### config.mk
export PLATFORM = sky130hd
export DESIGN_NAME = range_window_framer_flat
export DESIGN_NICKNAME = d
export VERILOG_FILES = /design/src/rtl/range_window_framer_if.sv /design/src/rtl/range_window_framer.sv /design/src/flat_wrapper.sv
export SDC_FILE = /design/constraint.sdc
export NUM_CORES = 1
export LEC_CHECK = 0
export ABC_AREA = 1
export CORE_ASPECT_RATIO = 1.4
export CORE_MARGIN = 2
export CORE_UTILIZATION = 51
export DETAILED_ROUTE_END_ITERATION = 16
export PLACE_DENSITY = 0.81
export SETUP_SLACK_MARGIN = 0.5
export SYNTH_ARGS = -nofsm -noshare
export SYNTH_HDL_FRONTEND = slang
export SYNTH_SLANG_ARGS = --single-unit
### constraint.sdc
create_clock -name clock -period 4.6 [get_ports clock]
set_input_delay 0.46 -clock clock [delete_from_list [all_inputs] [get_ports clock]]
set_output_delay 0.46 -clock clock [all_outputs]
set_load 0.02 [all_outputs]
### src/rtl/range_window_framer_if.sv
// Sample stream interface for range_window_framer.
// The producer drives in_data/in_valid, the framer drives in_ready.
// A sample transfers on a rising clock edge where in_valid && in_ready.
// in_ready never depends on in_valid. A producer may hold in_valid high
// for as long as it likes. in_data must stay stable while in_valid is
// high and the sample has not yet been accepted.
interface range_window_framer_if #(
    parameter int WIDTH = 16
);
    logic [WIDTH-1:0] in_data;
    logic             in_valid;
    logic             in_ready;

    modport master (output in_data, output in_valid, input in_ready);
    modport slave  (input in_data, input in_valid, output in_ready);
endinterface

### src/rtl/range_window_framer.sv
// range_window_framer: cuts a valid/ready sample stream into windows of
// win_len samples. It drives data_out/go/finish to the range-finding stage.
// Window life cycle: IDLE -> RUN -> FIN -> GAP -> IDLE. The shortest
// window period is len + 3 cycles.
// Optional build macro RANGE_FRAMER_TIMEOUT_EN: when it is defined, a RUN
// window that sees TIMEOUT consecutive stall cycles is closed early, and
// the timeout output pulses together with finish.
module range_window_framer #(
    parameter int WIDTH   = 16,
    parameter int LEN_W   = 8,
    parameter int TIMEOUT = 64
) (
    input  logic                 clock,
    input  logic                 reset_n,
    range_window_framer_if.slave s_in,
    input  logic                 enable,
    input  logic [LEN_W-1:0]     win_len,
    output logic [WIDTH-1:0]     data_out,
    output logic                 go,
    output logic                 finish,
    output logic                 busy,
    output logic [15:0]          win_count,
    output logic                 timeout,
    output logic [1:0]           dbg_state
);

    typedef enum logic [1:0] {
        S_IDLE = 2'd0,
        S_RUN  = 2'd1,
        S_FIN  = 2'd2,
        S_GAP  = 2'd3
    } state_t;

    state_t             r_state;
    state_t             w_state_nxt;
    logic [LEN_W-1:0]   r_cnt;
    logic [LEN_W-1:0]   r_len;
    logic [WIDTH-1:0]   r_data;
    logic               r_go;
    logic               r_finish;
    logic [15:0]        r_win_count;
    logic               w_in_ready;
    logic               w_accept;
    logic               w_go_nxt;
    logic               w_finish_nxt;
    logic               w_timeout_hit;

    // in_ready depends only on state, counters, enable and win_len.
    // It is forced low while reset is held, so nothing is accepted mid-reset.
    assign w_in_ready = reset_n &&
                        (((r_state == S_IDLE) && enable && (win_len != '0)) ||
                         ((r_state == S_RUN)  && (r_cnt < r_len)));
    assign s_in.in_ready = w_in_ready;
    assign w_accept      = s_in.in_valid && w_in_ready;

`ifdef RANGE_FRAMER_TIMEOUT_EN
    // The counter only needs to reach TIMEOUT-1; the TIMEOUT-th stall cycle
    // is the one that closes the window.
    localparam int STALL_W = (TIMEOUT < 2) ? 1 : $clog2(TIMEOUT);

    logic [STALL_W-1:0] r_stall;
    logic               r_timeout;

    // Close a RUN window when this cycle is the TIMEOUT-th stall since the
    // last accept. A window that is already full takes the normal finish path.
    assign w_timeout_hit = (r_state == S_RUN) && !w_accept && (r_cnt != r_len) &&
                           (r_stall == STALL_W'(TIMEOUT - 1));

    // Stall counter: clears on any accept (window start included) and counts RUN stalls.
    always_ff @(posedge clock or negedge reset_n) begin
        if (!reset_n) begin
            r_stall   <= '0;
            r_timeout <= 1'b0;
        end else begin
            if (w_accept) begin
                r_stall <= '0;
            end else if (r_state == S_RUN) begin
                r_stall <= r_stall + 1'b1;
            end
            r_timeout <= w_finish_nxt && w_timeout_hit;
        end
    end

    assign timeout = r_timeout;
`else
    // With no stall limit, a RUN window waits for samples without bound.
    logic w_unused_timeout;
    assign w_unused_timeout = (TIMEOUT != 0);
    assign w_timeout_hit    = 1'b0;
    assign timeout          = 1'b0;
`endif

    // State register; an asynchronous reset abandons any open window.
    always_ff @(posedge clock or negedge reset_n) begin
        if (!reset_n) begin
            r_state <= S_IDLE;
        end else begin
            r_state <= w_state_nxt;
        end
    end

    // Next-state logic: RUN ends on a full window or a stall timeout.
    always_comb begin
        w_state_nxt = r_state;
        case (r_state)
            S_IDLE: begin
                if (w_accept) begin
                    w_state_nxt = S_RUN;
                end
            end
            S_RUN: begin
                if ((r_cnt == r_len) || w_timeout_hit) begin
                    w_state_nxt = S_FIN;
                end
            end
            S_FIN:   w_state_nxt = S_GAP;
            S_GAP:   w_state_nxt = S_IDLE;
            default: w_state_nxt = S_IDLE;
        endcase
    end

    // Output decode: next values of the registered go/finish strobes.
    always_comb begin
        w_go_nxt     = 1'b0;
        w_finish_nxt = 1'b0;
        if ((r_state == S_IDLE) && w_accept) begin
            w_go_nxt = 1'b1;
        end
        if ((r_state == S_RUN) && (w_state_nxt == S_FIN)) begin
            w_finish_nxt = 1'b1;
        end
    end

    // Datapath: capture samples, latch the window length, count windows.
    always_ff @(posedge clock or negedge reset_n) begin
        if (!reset_n) begin
            r_data      <= '0;
            r_cnt       <= '0;
            r_len       <= '0;
            r_go        <= 1'b0;
            r_finish    <= 1'b0;
            r_win_count <= '0;
        end else begin
            r_go     <= w_go_nxt;
            r_finish <= w_finish_nxt;
            if (w_accept) begin
                r_data <= s_in.in_data;
            end
            if ((r_state == S_IDLE) && w_accept) begin
                r_len <= win_len;
                r_cnt <= {{(LEN_W-1){1'b0}}, 1'b1};
            end else if ((r_state == S_RUN) && w_accept) begin
                r_cnt <= r_cnt + 1'b1;
            end
            if (r_state == S_FIN) begin
                r_win_count <= r_win_count + 16'd1;
            end
        end
    end

    assign data_out  = r_data;
    assign go        = r_go;
    assign finish    = r_finish;
    assign busy      = (r_state != S_IDLE);
    assign win_count = r_win_count;
    assign dbg_state = r_state;

endmodule

### src/flat_wrapper.sv
// flat-port wrapper written by rule: the top's interface ports become plain ports
module range_window_framer_flat 
#(
    parameter int WIDTH   = 16,
    parameter int LEN_W   = 8,
    parameter int TIMEOUT = 64
)
  (clock, reset_n, enable, win_len, data_out, go, finish, busy, win_count, timeout, dbg_state, s_in_in_data, s_in_in_valid, s_in_in_ready);
  range_window_framer_if #(.WIDTH(WIDTH)) s_in_i ();
  input  logic clock;
  input  logic reset_n;
  input  logic enable;
  input  logic [LEN_W-1:0] win_len;
  output logic [WIDTH-1:0] data_out;
  output logic go;
  output logic finish;
  output logic busy;
  output logic [15:0] win_count;
  output logic timeout;
  output logic [1:0] dbg_state;
  input wire logic [$bits(s_in_i.in_data)-1:0] s_in_in_data;
  input wire logic [$bits(s_in_i.in_valid)-1:0] s_in_in_valid;
  output wire logic [$bits(s_in_i.in_ready)-1:0] s_in_in_ready;
  assign s_in_i.in_data = s_in_in_data;
  assign s_in_i.in_valid = s_in_in_valid;
  assign s_in_in_ready = s_in_i.in_ready;
  range_window_framer #(.WIDTH(WIDTH), .LEN_W(LEN_W), .TIMEOUT(TIMEOUT)) u_core (.clock(clock), .reset_n(reset_n), .s_in(s_in_i), .enable(enable), .win_len(win_len), .data_out(data_out), .go(go), .finish(finish), .busy(busy), .win_count(win_count), .timeout(timeout), .dbg_state(dbg_state));
endmodule
==> results.yml <==
cts:
  clock_latency_ns: 0.30
  ctsHtreeMaxLevel: 2
  numCtsBuffers: 5
  postCtsSetupBuffers: 0
  cts_hold_buf: 0
  clk_pin_slew_ns: 0.08
  clock_sinks: 52
  cts_tree: "yes"
  postCtsResizedCells: 0
  clockBufferDepth: 2
  cts_root_buffer: "clkbuf_8"
logic_synthesis:
  syn-cell-area_sq_mm: 0.002690
  synth_area_per_cell_sq_um: 9.058
  synth_top_area_cell: "dfrtp_1"
  syn_nets: 335
  netlist_instances: 297
  synth_area_leaders: "dfrtp_1 (48%), nand2_1 (12%), nand4_1 (5.1%), ha_1 (4.7%), inv_1 (4.2%)"
  synth_warnings: 0
  ys_ff_latch: 52
  synth.distinct_cells: 32
  netlist.area_leader.share_pct: 48.37
  seq_area_frac_synth_pct: 48.37
critical_path:
  cp.arrival_ns: 2.27
  crit_fanout: 4
  r2r_cells: 9
  worst_ep_required_time_ns: 4.14
  endpoint_kind: "output pin"
  critPathKind: "flop to output pin"
  worst_setup_path_start_kind: "flop"
detailed_routing:
  drt_wl_total_um: 5899
  ant_nets: 0
  drc: 0
  first_pass_iters: 4
  drt_first_iter_violations: 87
  avgRoutedWirePerCell_um: 13.75
  vias: 2241
  via_per_inst: 5.224
timing:
  drv_slew: 0
  slew_headroom_pct: 54.93
  finClkSkew_ns: 0.003095
  finalSetupViolations: 0
  max_freq_mhz: 366.2
  grt_setup_unrepaired: "false"
  period_minus_slack_ns: 2.731
  fin_ws_ns: 1.869
  post-route-period-util_pct: 59.36
  fin_setup_tns_ns: 0
  hold_viol: 0
  worst_pin_slew_ns: 0.6761
job:
  cap_violations: 0
final_layout:
  final_util_pct: 67.50
  drive_gt1_share_pct: 10.47
  syn_to_final_growth_pct: 28.46
  antennaDiodeCount: 0
  fin_nets: 400
  layout.area.seq_sq_mm: 0.001301
  design_area_sq_mm: 0.003456
  fill_cells: 420
  multi_input_area_sq_mm: 0.001194
global_routing:
  grt_use_total_pct: 22.03
  grt_max_degree: 56
  antenna_found_initial: 0
  grt_overflow: 0
  grt_pass1_vias: 2250
  grt_pass1_wl_um: 10270
die:
  die_area_sq_mm: 0.005880
  rows: 31
  die_x_um: 65.38
  io_pins: 67
  fp.dieH_um: 89.93
  core_sq_mm: 0.005120
  start_util_pct: 52.54
power:
  p_leak_uw: 0.001742
  pwr_density_cell_mw_per_mm2: 501.3
  worst_ir_drop_vdd_uv: 310.9
placement:
  dp_hpwl_um: 4251
  place_area_sq_mm: 0.003366
  gp_congestion: 0.8158
  port_buffers: 65
  place_ws_ns: 2.053
worst_hold_path:
  hold_class: "primary input to async pin"
run_status:
  run_status: "complete, no violations"
## registers in the layout, indices dropped and copies added, names as in the netlist
signal,cells
u_core.dbg_state,2
u_core.win_count,16
u_core.r_len,8
u_core.go,1
u_core.finish,1
u_core.data_out,16
u_core.r_cnt,8
## cell families after synthesis
group / count (synthesis) / share of synthesized area [%]
other: 1 / 0.1394
and+or+nand+nor: 163 / 31.40
adders and majority gates: 10 / 4.651
buffers and inverters: 42 / 7.255
xor gates and xnor gates: 19 / 6.186
DFF: 52 / 48.37
AOI/OAI and AO/OA: 10 / 2.000
## synthesized netlist by cell type (all sizes together)
master	instances
or2	1
ha	10
xnor2	7
nand3	26
nand2	94
nor3	3
conb	1
inv	31
buf	8
o21ai	5
nor2	15
clkbuf	2
xor2	12
nand4	23
a21oi	5
dfrtp	52
clkinv	1
nand3b	1
## metal layers
layer	global-route usage [%]	part of all wire (%)
met1	27.40	41
met3	3.880	5.3
met5	0	0
met4	7.118	1.5
met2	38.18	52
## critical path: stages (launching register included)
cell	delay [ns]
dfrtp_1	0.42
ha_1	0.31
a21oi_1	0.20
nand3_1	0.10
clkinv_1	0.06
nand2_2	0.06
a21oi_2	0.17
clkdlybuf4s50_1	0.64
## power by group
group | total (uW) | switching [uW] | internal [uW]
Sequential | 692 | 105 | 587
Clock | 260 | 137 | 123
Combinational | 780 | 453 | 327
## area by class of cell
type	instances	share of cell area (%)
flip-flops and latches	52	37.65
multi-input cells	203	34.54
well taps	66	2.390
inverters	32	3.476
repair buffers	68	19.33
clock buffers	8	2.607
## cells in the final DEF (no fill, tap or decap)
master	instances
buf_2	1
clkdlybuf4s50_1	64
or2_2	1
nand3_2	10
xor2_1	12
nor3_1	1
nand3b_1	1
ha_1	10
nand4_2	1
nand3_1	15
buf_4	3
nor3_4	1
nand3_4	1
clkbuf_8	6
nor2_4	3
a21oi_1	4
a21oi_2	1
clkbuf_1	2
inv_1	30
nand2_2	5
xnor2_1	7
nor2_1	10
nor2_2	2
nand2_1	88
nand4_1	22
nand2_4	1
dfrtp_1	52
o21ai_0	5
inv_2	1
conb_1	1
nor3_2	1
clkinv_1	1
## per-stage QoR
step	std cells	power (uW)	hold WS, ns
6_report	429	1732	0.2959
5_1_grt	429	1869	0.3454
4_1_cts	429	1750	0.3119
3_5_place_dp	421	1483	0.4659
3_3_place_gp	421	1450	0.4620
2_1_floorplan	297	1177	0.1644
## final timing paths
check	startpoint	endpoint	slack, ns
min in group clock	u_core.data_out[13]$_DFFE_PN0P_	u_core.data_out[13]$_DFFE_PN0P_	0.49
min reg2reg	u_core.data_out[13]$_DFFE_PN0P_	u_core.data_out[13]$_DFFE_PN0P_	0.49
min	reset_n	u_core.data_out[7]$_DFFE_PN0P_	0.30
max	u_core.r_cnt[7]$_DFFE_PN0P_	s_in_in_ready	1.87
max reg2reg	u_core.r_cnt[7]$_DFFE_PN0P_	u_core.r_cnt[0]$_DFFE_PN0P_	2.40
max in group asynchronous	reset_n	u_core.data_out[11]$_DFFE_PN0P_	3.86
(Power assumes the default switching activity.)
==> patch (config.mk and constraints unchanged) <==
`WIDTH` is set to 16 in 3 places; all go to 20.
--- a/src/rtl/range_window_framer_if.sv
+++ b/src/rtl/range_window_framer_if.sv
@@ -6,5 +6,5 @@
 // high and the sample has not yet been accepted.
 interface range_window_framer_if #(
-    parameter int WIDTH = 16
+    parameter int WIDTH = 20
 );
     logic [WIDTH-1:0] in_data;
--- a/src/rtl/range_window_framer.sv
+++ b/src/rtl/range_window_framer.sv
@@ -7,5 +7,5 @@
 // the timeout output pulses together with finish.
 module range_window_framer #(
-    parameter int WIDTH   = 16,
+    parameter int WIDTH   = 20,
     parameter int LEN_W   = 8,
     parameter int TIMEOUT = 64
--- a/src/flat_wrapper.sv
+++ b/src/flat_wrapper.sv
@@ -2,5 +2,5 @@
 module range_window_framer_flat 
 #(
-    parameter int WIDTH   = 16,
+    parameter int WIDTH   = 20,
     parameter int LEN_W   = 8,
     parameter int TIMEOUT = 64
Ports: changed (resized data_out and s_in_in_data); port bits go from 67 to 75. No check against the original RTL was run, so the function may have changed too.
==> patch against the unedited design <==
  * Sequential power rose by 7.8%
  * Sequential share of layout area rose by 0.43 points
  * Sequential cell count rose by 4
  * Area after synthesis rose by 3.9%
  * Final area rose by 6.5%
  * Total power rose by 15%
  * Wire length rose by 13%
  * Setup slack got worse by 0.063 ns
  * Critical endpoint unchanged
  * Highest routed layer unchanged
==> patch: results (changes against the unedited design) <==
* Outcome: finished clean
* Met2 wire len at 3600 um (+17%)
* Post-synthesis sequential area ratio at 50.1% (+1.8 points)
* Routed length on met1 at 2610 um (+7.9%)
* Largest net degree at the start of global routing at 46 (-18%)
* VDD IR max at 0.350 mV (+13%)
* Number of global-route vias before repair at 2421 (+7.6%)
* Synth cell types at 28 (-13%)
* Clk_lat worst skew at 0.32 ns (+0.02 ns)
* Initial DRC Count at 128 (+47%)
* Global-route wire length before repair at 11100 um (+7.7%)
* Setup Skew at 0.0104 ns (+0.00727 ns)
* Grt met3 use at 3.59% (-0.29 points)
* Internal cell power at 0.00122 W (+18%)
* Clk slew on worst S/H paths at 0.10 ns (+0.02 ns)
* Area share of fa/ha/maj cells after synthesis at 4.48% (-0.17 points)
* RePlAce Congestion at 0.815 (-0.15%)
* Area growth, synth to finish at 31.6%
* Non-clock buffers at 76 (+12%)
* Seq/total area at 38.1% (+0.43 points)
* Comb_multi_in at 217 (+6.9%)
* HPWL Detailed at 4630 um (+9.0%)
* Clock Power Share at 19.3% (+4.3 points)
* Signal buf overhead at 20.3% (+1.0 points)
* Synthesized Nets at 355 (+6.0%)
* Crit. Startpoint: u_core.dbg_state[0]$_DFF_PN0_
* Synth top area cells: dfrtp_1 (50%), nand2_1 (13%), nand3_1 (5.0%), ha_1 (4.5%), nand4_1 (3.8%)
* Port Buffers at 73 (+12%)
* Slew Limit Headroom at 59.7% (+4.8 points)
* Compound-Gate Fraction of Synth Area at 2.19% (+0.19 points)
* Clock-cell share of area at 3.74% (+1.1 points)
* Via-to-Cell Ratio at 5.26 (+0.68%)
* Synthesized flop and latch total at 56 (+7.7%)
* Routing usage on met1 at 27.0% (-0.44 points)
[patch: critical path: stages, from the launching register on]
cell             delay [ns]
dfrtp_1                0.56
inv_2                  0.20
nor2_2                 0.21
nand3_1                0.10
inv_1                  0.07
nand2_2                0.08
a21oi_4                0.13
clkdlybuf4s50_1        0.66
[patch: cell families (layout without fill, tap and decap cells)]
logic type | count (synthesis) | in the layout
xor+xnor | 20 | 20
fa+ha+maj | 10 | 10
simple gates | 176 | 176
buf+inv | 40 | 112
compound gates | 10 | 10
flops | 56 | 56
other cells | 1 | 1
[patch: through the flow]
stage,cells,total power (W),hold WS (ns),worst slack [ns]
6_report,451,0.00199,0.0451,1.81
5_1_grt,451,0.00213,0.0589,1.72
4_1_cts,451,0.00201,0.0515,1.83
3_5_place_dp,443,0.00161,0.395,2.01
3_3_place_gp,443,0.00159,0.390,2.05
2_1_floorplan,313,0.00127,0.164,2.74
